## src/rtl/bs_pkg.sv

```systemverilog
// Shared definitions for the bit-serial weight interface: precision codes,
// the buffered word layout, and width decoding reused by the MAC lanes.
package bs_pkg;

  localparam logic [1:0] PREC_8 = 2'b00;
  localparam logic [1:0] PREC_4 = 2'b01;
  localparam logic [1:0] PREC_2 = 2'b10;

  // One buffered weight: precision code travels with its data word.
  typedef struct packed {
    logic [1:0] prec;
    logic [7:0] data;
  } bs_word_t;

  // Number of significant bits for a precision code (code 11 is 8 bits).
  function automatic logic [3:0] prec_nbits(input logic [1:0] code);
    case (code)
      PREC_4:  return 4'd4;
      PREC_2:  return 4'd2;
      default: return 4'd8;
    endcase
  endfunction

  // Index of the sign bit, i.e. the last bit emitted for a word.
  function automatic logic [2:0] prec_last_idx(input logic [1:0] code);
    case (code)
      PREC_4:  return 3'd3;
      PREC_2:  return 3'd1;
      default: return 3'd7;
    endcase
  endfunction

endpackage

```

## src/rtl/bs_word_fifo.sv

```systemverilog
// Small synchronous FIFO of {prec, data} words. The caller guarantees it
// never pushes when full or pops when empty; push and pop may coincide.
module bs_word_fifo
  import bs_pkg::*;
#(
  parameter int DEPTH = 2
) (
  input  logic     clk,
  input  logic     rstn,
  input  logic     push_i,
  input  bs_word_t push_word_i,
  input  logic     pop_i,
  output bs_word_t head_o,
  output logic     full_o,
  output logic     empty_o
);

  localparam int AW = (DEPTH > 1) ? $clog2(DEPTH) : 1;

  // Pointers carry one extra wrap bit so full and empty are distinguishable.
  logic [AW:0] wr_ptr_q;
  logic [AW:0] rd_ptr_q;
  bs_word_t    mem_q [DEPTH];

  // Word storage write port.
  // NOTE: the storage array has no reset; the pointers alone define which
  // entries are meaningful, and leaving it unreset keeps it a plain RAM.
  always_ff @(posedge clk) begin
    if (push_i) mem_q[wr_ptr_q[AW-1:0]] <= push_word_i;
  end

  // Read/write pointer update.
  // NOTE: sequential state uses non-blocking assignments so every register
  // samples the pre-edge values, independent of statement order.
  always_ff @(posedge clk or negedge rstn) begin
    if (!rstn) begin
      wr_ptr_q <= '0;
      rd_ptr_q <= '0;
    end else begin
      if (push_i) wr_ptr_q <= wr_ptr_q + 1'b1;
      if (pop_i)  rd_ptr_q <= rd_ptr_q + 1'b1;
    end
  end

  assign head_o  = mem_q[rd_ptr_q[AW-1:0]];
  assign empty_o = (wr_ptr_q == rd_ptr_q);
  assign full_o  = (wr_ptr_q[AW] != rd_ptr_q[AW]) &&
                   (wr_ptr_q[AW-1:0] == rd_ptr_q[AW-1:0]);

endmodule

```

## src/rtl/weight_bit_streamer.sv

```systemverilog
// Bit-serial weight producer: buffers parallel weight words and streams each
// one LSB first, flagging the first bit (MAC clear) and the sign bit (MAC
// two's-complement correction) of every word.
module weight_bit_streamer
  import bs_pkg::*;
#(
  parameter int FIFO_DEPTH = 2
) (
  input  logic       clk,
  input  logic       rstn,
  input  logic [7:0] w_data,
  input  logic [1:0] w_prec,
  input  logic       w_valid,
  output logic       w_ready,
  input  logic       s_ready,
  output logic       s_valid,
  output logic       s_bit,
  output logic       s_first,
  output logic       s_last,
  output logic [2:0] s_count,
  output logic [1:0] s_prec
);

  // Shifter state: current word, bit index and whether a word is in flight.
  bs_word_t cur_q, cur_d;
  logic [2:0] idx_q, idx_d;
  logic       busy_q, busy_d;

  bs_word_t fifo_head;
  logic     fifo_full, fifo_empty;
  logic     fifo_push, fifo_pop;
  logic     bypass;
  logic     accept;
  logic [2:0] last_idx;

  assign w_ready  = ~fifo_full;
  assign accept   = w_valid & w_ready;
  assign last_idx = prec_last_idx(cur_q.prec);

  // Words go to the FIFO unless they are loaded straight into the shifter.
  assign fifo_push = accept & ~bypass;

  bs_word_fifo #(
    .DEPTH(FIFO_DEPTH)
  ) u_fifo (
    .clk        (clk),
    .rstn       (rstn),
    .push_i     (fifo_push),
    .push_word_i('{prec: w_prec, data: w_data}),
    .pop_i      (fifo_pop),
    .head_o     (fifo_head),
    .full_o     (fifo_full),
    .empty_o    (fifo_empty)
  );

  // Next shifter state: advance the index, or on a free slot load the FIFO
  // head first, else bypass the word arriving this edge, else go idle.
  // NOTE: every signal assigned here gets a default first, so no path can
  // leave it unassigned and infer a latch.
  always_comb begin
    cur_d    = cur_q;
    idx_d    = idx_q;
    busy_d   = busy_q;
    fifo_pop = 1'b0;
    bypass   = 1'b0;
    if (busy_q && s_ready && (idx_q != last_idx)) begin
      idx_d = idx_q + 1'b1;
    end else if (!busy_q || s_ready) begin
      idx_d = '0;
      if (!fifo_empty) begin
        cur_d    = fifo_head;
        busy_d   = 1'b1;
        fifo_pop = 1'b1;
      end else if (accept) begin
        cur_d  = '{prec: w_prec, data: w_data};
        busy_d = 1'b1;
        bypass = 1'b1;
      end else begin
        busy_d = 1'b0;
      end
    end
  end

  // Shifter registers; reset discards the word in flight.
  always_ff @(posedge clk or negedge rstn) begin
    if (!rstn) begin
      cur_q  <= '0;
      idx_q  <= '0;
      busy_q <= 1'b0;
    end else begin
      cur_q  <= cur_d;
      idx_q  <= idx_d;
      busy_q <= busy_d;
    end
  end

  // Stream outputs come straight from registers, gated by busy.
  assign s_valid = busy_q;
  assign s_bit   = busy_q & cur_q.data[idx_q];
  assign s_first = busy_q & (idx_q == 3'd0);
  assign s_last  = busy_q & (idx_q == last_idx);
  assign s_count = idx_q;
  assign s_prec  = cur_q.prec;

endmodule
```

## config.mk

```make
export PLATFORM = sky130hd
export DESIGN_NAME = weight_bit_streamer
export DESIGN_NICKNAME = d
export VERILOG_FILES = /design/src/rtl/bs_pkg.sv /design/src/rtl/bs_word_fifo.sv /design/src/rtl/weight_bit_streamer.sv
export SDC_FILE = /design/constraint.sdc
export NUM_CORES = 1
export LEC_CHECK = 0
export CAP_MARGIN = 30
export CORE_MARGIN = 10
export CORE_UTILIZATION = 35
export DETAILED_ROUTE_END_ITERATION = 16
export DONT_BUFFER_PORTS = 1
export SKIP_CTS_REPAIR_TIMING = 1
export SYNTH_ARGS = -nofsm -noshare
export SYNTH_HDL_FRONTEND = slang
export SYNTH_SLANG_ARGS = --single-unit
```

## constraint.sdc

```tcl
create_clock -name clk -period 3.03 [get_ports clk]
set_input_delay 0.303 -clock clk [delete_from_list [all_inputs] [get_ports clk]]
set_output_delay 0.303 -clock clk [all_outputs]
set_load 0.03 [all_outputs]
```

---- Word-level counts from Yosys, hierarchy flattened ----
Memory sizes are Yosys's and may differ from the RTL's.
Cells that the tools add are included.
storage, ports and cells
  register bits after elaboration ......... 18
  RAM bits ................................ 20
  input bits .............................. 14
  output and inout port bits .............. 10
  logic and storage cells ................. 53
  memories ................................ 1
cells by class
  add/sub/neg operators ................... 3
  $lt $le $gt $ge ......................... 1
  eq/ne operators ......................... 8
  multiplexer cells ....................... 17
  bitwise logic cells ..................... 8
  reduce and logical (&&, ||, !) cells .... 9
memories
  memory        depth  width  rd ports  clocked after memory_dff  write ports  line                source
  u_fifo.mem_q  2      10     1         0                         1            bs_word_fifo.sv:23  bs_word_t mem_q [DEPTH];
operators with widths
  cell                   count
  $mux W10               2
  $mux W1                11
  $mux W3                2
  $pmux W3 S2            1
  $and A1 B1 Y1          5
  $add A2 B1 Y2 const B  2
  $lt A3 B4 Y1 const B   1
  $add A3 B1 Y3 const B  1
  $bmux W1 S3            1
  $eq A3 B3 Y1           1
  $logic_and A1 B1 Y1    3
  $logic_not A3 Y1       1
  $ne A3 B3 Y1           1
  $not A1 Y1             3
  $reduce_and A3 Y1      1
  $eq A2 B1 Y1 const B   1
  $eq A2 B2 Y1           1
  $eq A2 B2 Y1 const B   1
  $ne A2 B1 Y1 const B   1
  $reduce_and A2 Y1      1
  $reduce_bool A2 Y1     1
  $eq A1 B1 Y1           1
  $logic_not A1 Y1       1
  $logic_or A1 B1 Y1     1
  $ne A1 B1 Y1           1

---- Depth between registers and ports, before layout ----
Gate-level depths: netlist (run 1).
  depth in word-level cells ............... 12
  mapped depth ............................ 7
  gate-level depth less buffers ........... 6

---- By module ----
Synthesis (run 1) repeated with hierarchy kept, for this count alone.
second synthesis, totals
  cell total of the unflattened synthesis .. 121
  area, all modules ....................... 1,859.3 um^2
modules (own cells, without submodules)
  module               times used  cells an instance  area each (um^2)  seq. area each (um^2)
  bs_word_fifo         1           46                 943.4             700.7
  weight_bit_streamer  1           75                 915.9             350.3

---- Least setup slack after synthesis (run 1) ----
Ideal clock, no wire load.
  kind .................................... register to register
  start ................................... register cur_q (netlist bit s_prec[0])
  end ..................................... memory u_fifo.mem_q[0][0] in the netlist's numbering (enable)
  setup time .............................. 0.380 ns
  arrival time ............................ 1.925 ns
  required time ........................... 2.650 ns
  slack ................................... 0.725 ns
  stages on the path, launching flop included .. 7
  buffers on the path ..................... 0
  period minus slack after synthesis ...... 2.305 ns
  path through ............................ dfrtp_1 inv_1 ha_1 xnor2_1 a41o_2 or2_4 a21oi_1
between the ends
  cells in the longest elaborated chain, start to end .. 9
  elaborated cells between the ends (all ways) .. 10
  classes of those cells .................. eq/ne: 3; mux: 4; bitwise: 2; reduce/logical: 1
RTL lines
  element                                              line                       source
  start, declared                                      weight_bit_streamer.sv:25  bs_word_t cur_q, cur_d;
  start signal, assigned                               weight_bit_streamer.sv:91  cur_q <= cur_d;
  $eq A2 B2 Y1 / $eq A2 B1 Y1 (equally long branches)  bs_pkg.sv:26               case (code)
  $pmux W3 S2 (*)                                      bs_pkg.sv:26
  $ne A3 B3 Y1 (*)                                     weight_bit_streamer.sv:66  if (busy_q && s_ready && (idx_q != last_idx)) begin
  $logic_and A1 B1 Y1 (*)                              weight_bit_streamer.sv:66
  $mux W1 (*)                                          weight_bit_streamer.sv:66
  $not A1 Y1 (*)                                       weight_bit_streamer.sv:41  assign fifo_push = accept & ~bypass;
  $and A1 B1 Y1 (*)                                    weight_bit_streamer.sv:41
  $mux W1 (*)                                          bs_word_fifo.sv:29         if (push_i) mem_q[wr_ptr_q[AW-1:0]] <= push_word_i;
  $mux W1 (not written as such) (*)                    bs_word_fifo.sv:29
  end, declared                                        bs_word_fifo.sv:23
Mark *: on every way between the ends. The rest lies on a longest branch, timed or not.

---- Worst setup path in the final report (run 1) ----
  start ................................... register cur_q (netlist bit s_prec[0])
  end ..................................... register cur_q[1] in the netlist's numbering
between the ends
  cells in the longest elaborated chain, start to end .. 6
  elaborated cells between the ends (all ways) .. 7
  classes of those cells .................. eq/ne: 3; mux: 1; bitwise: 1; reduce/logical: 2
RTL lines
  element                                              line
  $eq A2 B2 Y1 / $eq A2 B1 Y1 (equally long branches)  bs_pkg.sv:26
  $pmux W3 S2 (*)                                      bs_pkg.sv:26
  $ne A3 B3 Y1 (*)                                     weight_bit_streamer.sv:66
  $logic_and A1 B1 Y1 (*)                              weight_bit_streamer.sv:66
  $not A1 Y1 (no source line) (*)                      -
  $reduce_and A3 Y1 (no source line) (*)               -
Marked as above.
A chain may end at the register's enable or synchronous reset.

==> results of run 1 <==
cell families (layout without fill, tap and decap cells):
logic type               Yosys count  count (layout)  share of synthesized area
flip-flops                        38              38                      0.555
multiplexers                      32              32                      0.219
XOR/XNOR                           7               7                     0.0462
buffers and inverters             13              18                     0.0462
AO/OA/AOI/OAI                     11              11                     0.0409
AND/OR/NAND/NOR                   24              24                     0.0733
adder cells (fa/ha/maj)            3               3                     0.0198
power breakdown:
part,switching [mW],internal [mW],total (mW)
combinational,0.530,0.556,1.09
sequential,0.215,0.742,0.957
clock,0.163,0.163,0.327
state kept, by name, summed over array words and instances (netlist names):
signal / cells
u_fifo.wr_ptr_q: 2
u_fifo.mem_q: 20
s_count: 3
s_valid: 1
u_fifo.rd_ptr_q: 2
s_prec: 2
cur_q: 8
stage by stage:
step | util | hold WS (ps) | cells | total power, mW | setup WS (ps)
2_1_floorplan | - | 7.41 | 128 | 1.92 | 725
3_3_place_gp | 0.375 | 8.62 | 194 | 2.02 | 619
3_5_place_dp | 0.375 | 8.69 | 194 | 2.05 | 562
4_1_cts | 0.390 | -300 | 202 | 2.39 | 541
5_1_grt | 0.392 | 93.1 | 203 | 2.53 | 395
6_report | 0.392 | 113 | 203 | 2.37 | 554
critical path: cells and delay by family (launching register included):
kind	cells	cell delay [ps]
compound gates	2	850
xor+xnor	1	210
fa+ha+maj	1	320
buf+inv	1	110
flops	1	520
mux	1	350
synth_stat cells (3+ instances only):
library cell | instances | area share
and2_1 | 3 | 0.0099
xnor2_1 | 4 | 0.018
dfrtp_1 | 18 | 0.24
mux2_2 | 13 | 0.077
nand2_1 | 7 | 0.014
a21oi_1 | 4 | 0.011
mux2_1 | 6 | 0.036
inv_1 | 6 | 0.012
edfxtp_1 | 20 | 0.32
ha_1 | 3 | 0.020
mux2_4 | 9 | 0.071
buf_6 | 4 | 0.024
per-layer routing:
| layer | wire [microns] | vias to the layer above | track usage |
|---|---|---|---|
| li1 | - | 464 | - |
| met1 | 1560 | 502 | 0.0936 |
| met5 | 0 | - | 0 |
| met4 | 31 | 0 | 0.0304 |
| met3 | 212 | 5 | 0.0344 |
| met2 | 1660 | 24 | 0.131 |
worst paths after layout:
kind / start / end / slack, ps / cells after the start
max in group asynchronous: rstn / s_count[1] / 1940 / 1
worst max-delay path: s_prec[0] / cur_q[1] / 550 / 6
min in group asynchronous: rstn / u_fifo.rd_ptr_q[0] / 570 / 1
worst max register to register: s_prec[0] / cur_q[1] / 550 / 6
worst min register to register: cur_q[7] / cur_q[7] / 510 / 1
worst min-delay path: w_data[2] / u_fifo.mem_q[1][2] / 110 / 0
final cells by class:
cell class | count | area (sq um) | area share
flip-flops and latches | 38 | 1050 | 0.518
multi-input cells | 77 | 756 | 0.372
well taps | 70 | 87.6 | 0.0432
clock buffers | 8 | 80.1 | 0.0395
repair buffers | 4 | 32.5 | 0.0160
inverters | 6 | 22.5 | 0.0111
==> qor.csv, run 1 <==
stage,metric,value,unit
finish,area delta synth->final,7.13,%
sta,Final Cycle Share,0.817,
sta,Fin. Hold Viols,0,
grt,global route total overflow,0,
hold_path,worst hold path class,in2reg,
floorplanning,Die Ht,93.6,microns
route,DRC Markers,0,
critical_path,crit path DAT,2640,ps
synthesis,number of synthesized register bits,38,
critical_path,"slowest stage delay, CP",540,ps
synthesis,Post-Synthesis Cells,128,
power,pwr dens,1170,mW/mm^2
route,"antenna viol nets, final",0,
finish,fillers,493,
grt,gr usage total,0.0810,
clock_tree,CTS Buf Count,5,
synthesis,Syn. warnings,0,
critical_path,CP Cell Sequence,"inv_1, ha_1, xnor2_1, a41o_2, o21a_1, mux2_4",
floorplanning,Initial Utilization,0.366,
placed_design,Post-DP Area,0.00194,sq mm
clock_tree,Skew-Pair Late Insertion Delay,280,ps
synthesis,Syn Nets,145,
job,Max-Cap Viols,0,
floorplanning,Core Area,0.00517,sq mm
sta,Worst slew margin,0.439,
clock_tree,clock buffer depth,2,
finish,"commonest non-fill, non-tap cells in the layout","edfxtp_1, dfrtp_1, mux2_2",
synthesis,post-synthesis sequential area ratio,0.555,
synthesis,Netlist Area Pre-Place,0.00189,sq mm
grt,initial antenna violation count,0,
sta,RSZ-0062 raised after global routing,false,
critical_path,Worst Setup Start Kind,flop,
route,Initial DRC Count,38,
clock_tree,clk slew on worst S/H paths,70,ps
sta,Setup Viol. Count Final,0,
critical_path,Slowest cell on crit path,o21a_1,
critical_path,Critical Path RT,3200,ps
sta,Setup TNS Final,0,ps
finish,"most common cell after layout, fill and taps aside",edfxtp_1,
clock_tree,CTS tree,yes,
sta,number of max-slew violations in the final report,0,
route,final wirelength,3.47,mm
synthesis,"FFs w/ async S/R, synth",0.474,
synthesis,unique cell type count in the Yosys netlist,35,
finish,number of diodes,0,
sta,Max Fclk,404,MHz
floorplanning,Die Area,0.00876,sq mm
power,Leak,0.795,nW
critical_path,CP Max Fanout,10,
finish,post-route cell area,0.00203,sq mm
floorplanning,Die X,93.6,microns
placed_design,gpl congestion,0.717,
sta,Setup Skew,2.45,ps
synthesis,"Primary FF master, synth",edfxtp_1,
floorplanning,Std-Cell Rows,26,
clock_tree,clock sinks,38,
sta,crit path time final,2480,ps
finish,share of cells above drive strength 1,0.293,
grt,number of global-route vias before repair,1036,
route,iteration count of the initial detailed-routing pass,4,
route,Wirelength per Cell,17.1,microns
floorplanning,io pins,24,
route,vias per cell,4.90,
route,vias,995,
synthesis,Post-Syn Area per Cell,14.8,sq um
grt,first-pass GRT wire length,5.49,mm
clock_tree,root buf cell,clkbuf_8,
placed_design,DP HPWL,2.43,mm
critical_path,Worst Setup End Kind,flop,
power,VDD IR max,0.000497,V
clock_tree,H-tree depth,2,
synthesis,number of synthesized flops with an enable pin,20,
placed_design,PortBufs,0,
grt,pin count of the biggest net entering global routing,19,
finish,nets@finish,149,
run_status,status,finished clean,
critical_path,WS Path Type,reg2reg,
sta,worst-margin pin slew,839,ps
Note: power is estimated with default switching activity, not from simulation.
==> inputs of run 2 (changes only) <==
- clock period: 3.03 -> 2.5 ns (I/O delays scaled with it)
==> run 2 against run 1 <==
Effect of this change: flip-flop and latch count unchanged; routed wire length decreased by 1.5%; worst setup slack got worse by 190 ps; via count increased by 3.1%; count of clock-buffer cells in the layout decreased by 1; critical path depth decreased by 2; critical endpoint is now s_bit.
==> qor.csv, run 2 (same netlist as run 1, synthesis figures left out) <==
stage,metric,value,unit
grt,first-pass GRT wire length,5.54,mm
route,iteration count of the initial detailed-routing pass,4,
critical_path,Worst Setup End Kind,primary output,
placed_design,Post-DP Area,0.00198,sq mm
clock_tree,H-tree depth,2,
route,Initial DRC Count,77,
run_status,status,finished clean,
floorplanning,io pins,24,
floorplanning,Std-Cell Rows,26,
finish,area delta synth->final,9.71,%
clock_tree,Skew-Pair Late Insertion Delay,290,ps
clock_tree,CTS tree,yes,
clock_tree,CTS Buf Count,5,
route,final wirelength,3.42,mm
critical_path,CP Max Fanout,8,
finish,number of diodes,0,
power,Tot Pwr,2.96,mW
sta,Fin. Hold Viols,0,
route,vias per cell,4.93,
finish,share of cells above drive strength 1,0.333,
sta,Setup Skew,9.55,ps
power,VDD IR max,0.000420,V
placed_design,placed cells,199,
grt,pin count of the biggest net entering global routing,19,
critical_path,Critical Path RT,2250,ps
finish,"Cell Count, Final, Fillers Out",208,
placed_design,Post-Place Setup Slack,400,ps
sta,worst-margin pin slew,801,ps
floorplanning,Core Area,0.00517,sq mm
hold_path,worst hold path class,in2reg,
floorplanning,Die Ht,93.6,microns
floorplanning,Die X,93.6,microns
finish,post-route cell area,0.00208,sq mm
power,Leak,0.829,nW
sta,Final Cycle Share,0.856,
grt,global route total overflow,0,
floorplanning,Initial Utilization,0.366,
clock_tree,root buf cell,clkbuf_8,
clock_tree,clock sinks,38,
route,Wirelength per Cell,16.4,microns
placed_design,gpl congestion,0.714,
floorplanning,Die Area,0.00876,sq mm
clock_tree,clk slew on worst S/H paths,80,ps
sta,Setup Viol. Count Final,0,
route,vias,1026,
sta,Setup TNS Final,0,ps
finish,nets@finish,154,
critical_path,Worst Setup Start Kind,flop,
placed_design,PortBufs,0,
grt,initial antenna violation count,0,
sta,Max Fclk,467,MHz
grt,number of global-route vias before repair,1063,
power,pwr dens,1420,mW/mm^2
sta,number of max-slew violations in the final report,0,
sta,"Worst Setup Slack, final",360,ps
finish,"commonest non-fill, non-tap cells in the layout","edfxtp_1, dfrtp_1, mux2_2",
sta,crit path time final,2140,ps
route,"antenna viol nets, final",0,
job,Max-Cap Viols,0,
sta,RSZ-0062 raised after global routing,false,
critical_path,WS Path Type,reg2out,
sta,Worst slew margin,0.464,
critical_path,crit path DAT,1890,ps
grt,gr usage total,0.0829,
finish,"most common cell after layout, fill and taps aside",edfxtp_1,
clock_tree,clock buffer depth,2,
route,DRC Markers,0,
placed_design,DP HPWL,2.60,mm
finish,max reg flops,20,
## run 2: cell types whose count changed in the layout (fill, tap and decap cells not counted), sizes merged
cell,before,now
buf,3,8
clkbuf,8,7
clkinv,0,1
## run 2: layer usage
layer | GRT usage | vias to the layer above | wire length [microns]
li1 | - | 475 | -
met1 | 0.0882 | 521 | 1440
met2 | 0.135 | 23 | 1680
met3 | 0.0448 | 7 | 252
met4 | 0.0342 | 0 | 44
met5 | 0 | - | 0
## run 2: cell type report
| class | count | area, sq um |
|---|---|---|
| multi-input cells | 77 | 756 |
| clock inverters | 1 | 5.00 |
| flip-flops and latches | 38 | 1050 |
| inverters | 6 | 22.5 |
| fillers | 478 | 3090 |
| clock buffers | 7 | 86.3 |
| well taps | 70 | 87.6 |
| repair buffers | 9 | 70.1 |
## run 2: where the power goes
group | internal [mW] | switching [mW] | leakage [nW]
clock network | 0.222 | 0.207 | 0.0482
registers | 0.900 | 0.225 | 0.398
logic | 0.730 | 0.675 | 0.383
total | 1.85 | 1.11 | 0.829
## run 2: through the flow
step | utilization | hold WS (ps)
2_1_floorplan | - | -45.6
3_3_place_gp | 0.382 | -44.5
3_5_place_dp | 0.382 | -44.5
4_1_cts | 0.400 | -360
5_1_grt | 0.402 | 35.9
6_report | 0.402 | 52.3
## run 2: final timing paths
kind	slack (ps)	end	cells after the start	start
setup reg to reg	390	u_fifo.mem_q[1][8]	7	s_prec[0]
max in group asynchronous	1500	s_count[1]	1	rstn
setup / recovery	360	s_bit	4	s_count[0]
hold reg to reg	520	cur_q[5]	1	cur_q[5]
hold / removal	50	u_fifo.mem_q[0][5]	0	w_data[5]
min in group asynchronous	490	u_fifo.wr_ptr_q[0]	1	rstn
## run 2: critical path: stages, from the launching register on
cell and delay (ps):
dfrtp_1 710, mux4_2 580, nand2_1 80, a21oi_1 60, buf_4 170
==> inputs of run 3 (changes only) <==
- ABC_AREA: not set -> 1
- CAP_MARGIN: 30 -> not set
- SKIP_CTS_REPAIR_TIMING: 1 -> not set
==> run 3 against run 2 <==
Effect of this change: worst setup slack gained 130 ps; critical path depth grew 4; core utilization is essentially flat; global-route usage grew 1.2 points; non-clock buffer count up 1; flip-flop and latch count did not move; combinational power is 7% higher.
==> qor.csv, run 3 <==
stage,metric,value,unit
synthesis,number of synthesized register bits,38,
sta,Max Fclk,497,MHz
sta,Setup Viol. Count Final,0,
synthesis,"Primary FF master, synth",edfxtp_1,
finish,area of the multi-input gates,729,sq um
placed_design,Post-DP Area,0.00200,sq mm
placed_design,DP HPWL,2.95,mm
synthesis,Post-Synthesis Cells,222,
synthesis,main combinational cell family by area after synthesis,simple AND/OR/NAND/NOR gates,
sta,Setup Skew,8.50,ps
critical_path,critical path depth,8,
grt,first-pass GRT wire length,6.54,mm
synthesis,unique cell type count in the Yosys netlist,23,
critical_path,Worst Setup Start Kind,flop,
hold_path,worst hold path class,in2reg,
route,vias,1436,
route,final wirelength,4.05,mm
placed_design,PortBufs,0,
critical_path,Slowest cell on crit path,dfrtp_1,
finish,"most common cell after layout, fill and taps aside",nand2_1,
hold_path,hold depth,0,
clock_tree,Post-CTS Setup Inserts,0,
clock_tree,Post-CTS Resized,0,
synthesis,post-synthesis adder-cell area fraction,0.0196,
synthesis,Syn. warnings,0,
finish,max reg flops,20,
critical_path,WS Path Type,reg2reg,
synthesis,Netlist Area Pre-Place,0.00191,sq mm
grt,pin count of the biggest net entering global routing,19,
clock_tree,H-tree depth,2,
route,"antenna viol nets, final",0,
floorplanning,Die X,93.9,microns
critical_path,R2R depth,8,
finish,post-route cell area,0.00209,sq mm
synthesis,mux share of post-synthesis cell area,0,
job,Max-Cap Viols,0,
sta,crit path time final,2010,ps
power,pwr dens,1420,mW/mm^2
critical_path,"slowest stage delay, CP",340,ps
critical_path,crit path DAT,1960,ps
critical_path,CP Max Fanout,10,
power,Leak,0.998,nW
critical_path,critical path startpoint,s_prec[0],
power,VDD IR max,0.000686,V
hold_path,hold wc startpoint,w_data[3],
floorplanning,Die Area,0.00882,sq mm
synthesis,Synth area leaders,"edfxtp_1, dfrtp_1, nand2_1",
grt,number of global-route vias before repair,1350,
synthesis,xor-xnor portion of the synthesized cell area,0.0137,
run_status,status,finished clean,
synthesis,"top cells by count, synth","nand2_1, edfxtp_1, dfrtp_1, nand3_1",
hold_path,Worst Hold End,u_fifo.mem_q[0][3],
clock_tree,clk slew on worst S/H paths,70,ps
clock_tree,root buf cell,clkbuf_8,
grt,initial antenna violation count,0,
finish,register area,0.00105,sq mm
critical_path,"CP delay by family, top",simple AND/OR/NAND/NOR gates,
sta,Setup TNS Final,0,ps
clock_tree,CTS tree,yes,
finish,"commonest non-fill, non-tap cells in the layout","nand2_1, edfxtp_1, nand3_1, dfrtp_1",
sta,Final Cycle Share,0.806,
grt,global route total overflow,0,
synthesis,post-synthesis compound-gate area fraction,0.0347,
sta,worst-margin pin slew,838,ps
synthesis,post-synthesis sequential area ratio,0.550,
floorplanning,io pins,24,
route,Wirelength per Cell,13.5,microns
critical_path,Buf/Inv on CP,2,
route,Initial DRC Count,93,
route,vias per cell,4.80,
sta,RSZ-0062 raised after global routing,false,
synthesis,"FFs w/ async S/R, synth",0.474,
clock_tree,cts hold-fix bufs,1,
critical_path,Worst Setup End Kind,flop,
clock_tree,Skew-Pair Late Insertion Delay,290,ps
floorplanning,Core Area,0.00520,sq mm
synthesis,simple logic cell fraction of the synthesized area,0.313,
finish,nets@finish,245,
critical_path,Crit path top cell by count,inv_1,
sta,number of max-slew violations in the final report,0,
grt,gr usage total,0.0946,
floorplanning,Std-Cell Rows,26,
critical_path,Reg2Reg Launch Point,s_prec[0],
clock_tree,CTS Buf Count,5,
synthesis,area share of the largest cell type after synthesis,0.314,
synthesis,number of synthesized flops with an enable pin,20,
route,iteration count of the initial detailed-routing pass,4,
synthesis,Synth area leader,edfxtp_1,
critical_path,Critical Path RT,2450,ps
finish,share of cells above drive strength 1,0.105,
floorplanning,Initial Utilization,0.367,
synthesis,most numerous cell in the Yosys netlist,nand2_1,
finish,fillers,541,
finish,number of diodes,0,
clock_tree,clock buffer depth,2,
sta,Fin. Hold Viols,0,
power,Tot Pwr,2.98,mW
finish,area delta synth->final,9.36,%
route,DRC Markers,0,
placed_design,gpl congestion,0.830,
critical_path,r2r setup slk,490,ps
synthesis,Post-Syn Area per Cell,8.61,sq um
critical_path,FF-to-FF End,u_fifo.mem_q[0][2],
synthesis,Syn Nets,239,
sta,Worst slew margin,0.439,
floorplanning,Die Ht,93.9,microns
critical_path,CP Cell Sequence,"inv_1, ha_1, or2_0, nand3_2, nand2_4, nand2_1, nand3_1, inv_1",
clock_tree,clock sinks,38,
-- run 3: changes by cell type after synthesis, sizes merged, moves of 7 or more --
| cell | change |
|---|---|
| nand4 | +12 |
| inv | +9 |
| nand3 | +18 |
| mux2 | -28 |
| nor2 | +10 |
| o21ai | +7 |
| nand2 | +87 |
-- run 3: area by class of cell --
cell class | count | area share
multi-input cells | 157 | 0.349
repair buffers | 10 | 0.0371
flip-flops and latches | 38 | 0.503
clock buffers | 5 | 0.0329
well taps | 70 | 0.0419
clock inverters | 3 | 0.00778
inverters | 16 | 0.0287
-- run 3: layer usage --
| layer | global-route usage | wire, microns |
|---|---|---|
| met1 | 0.120 | 1970 |
| met2 | 0.137 | 1700 |
| met3 | 0.0392 | 323 |
| met4 | 0.0405 | 55 |
| met5 | 0 | 0 |
-- run 3: kinds of logic (layout without fill, tap and decap cells) --
| logic type | Yosys count | count (layout) |
|---|---|---|
| adder cells (fa/ha/maj) | 3 | 3 |
| XOR/XNOR | 3 | 3 |
| flip-flops | 38 | 38 |
| buffers and inverters | 27 | 34 |
| AND/OR/NAND/NOR | 139 | 139 |
| AO/OA/AOI/OAI | 12 | 12 |
-- run 3: how the worst max path moves through the flow --
stage	endpoint
2_1_floorplan	u_fifo.mem_q[0][0]
3_3_place_gp	u_fifo.mem_q[0][0]
3_5_place_dp	u_fifo.mem_q[0][0]
4_1_cts	u_fifo.mem_q[0][9]
5_1_grt	u_fifo.mem_q[0][2]
6_report	u_fifo.mem_q[0][2]
-- run 3: power by group --
| part | total [mW] | switching, mW | internal [mW] | leakage, nW |
|---|---|---|---|---|
| sequential | 1.06 | 0.152 | 0.910 | 0.408 |
| combinational | 1.51 | 1.05 | 0.460 | 0.548 |
| clock | 0.403 | 0.212 | 0.191 | 0.0416 |
-- run 3: through the flow --
stage / hold slack [ps] / utilization / worst slack (ps) / std cells
detailed placement: -44.5 / 0.383 / 461 / 290
global route: 39.4 / 0.402 / 314 / 299
global placement: -44.5 / 0.383 / 489 / 290
finish: 52.4 / 0.402 / 486 / 299
floorplan: -45.6 / - / 631 / 222
CTS: 44.8 / 0.402 / 447 / 299
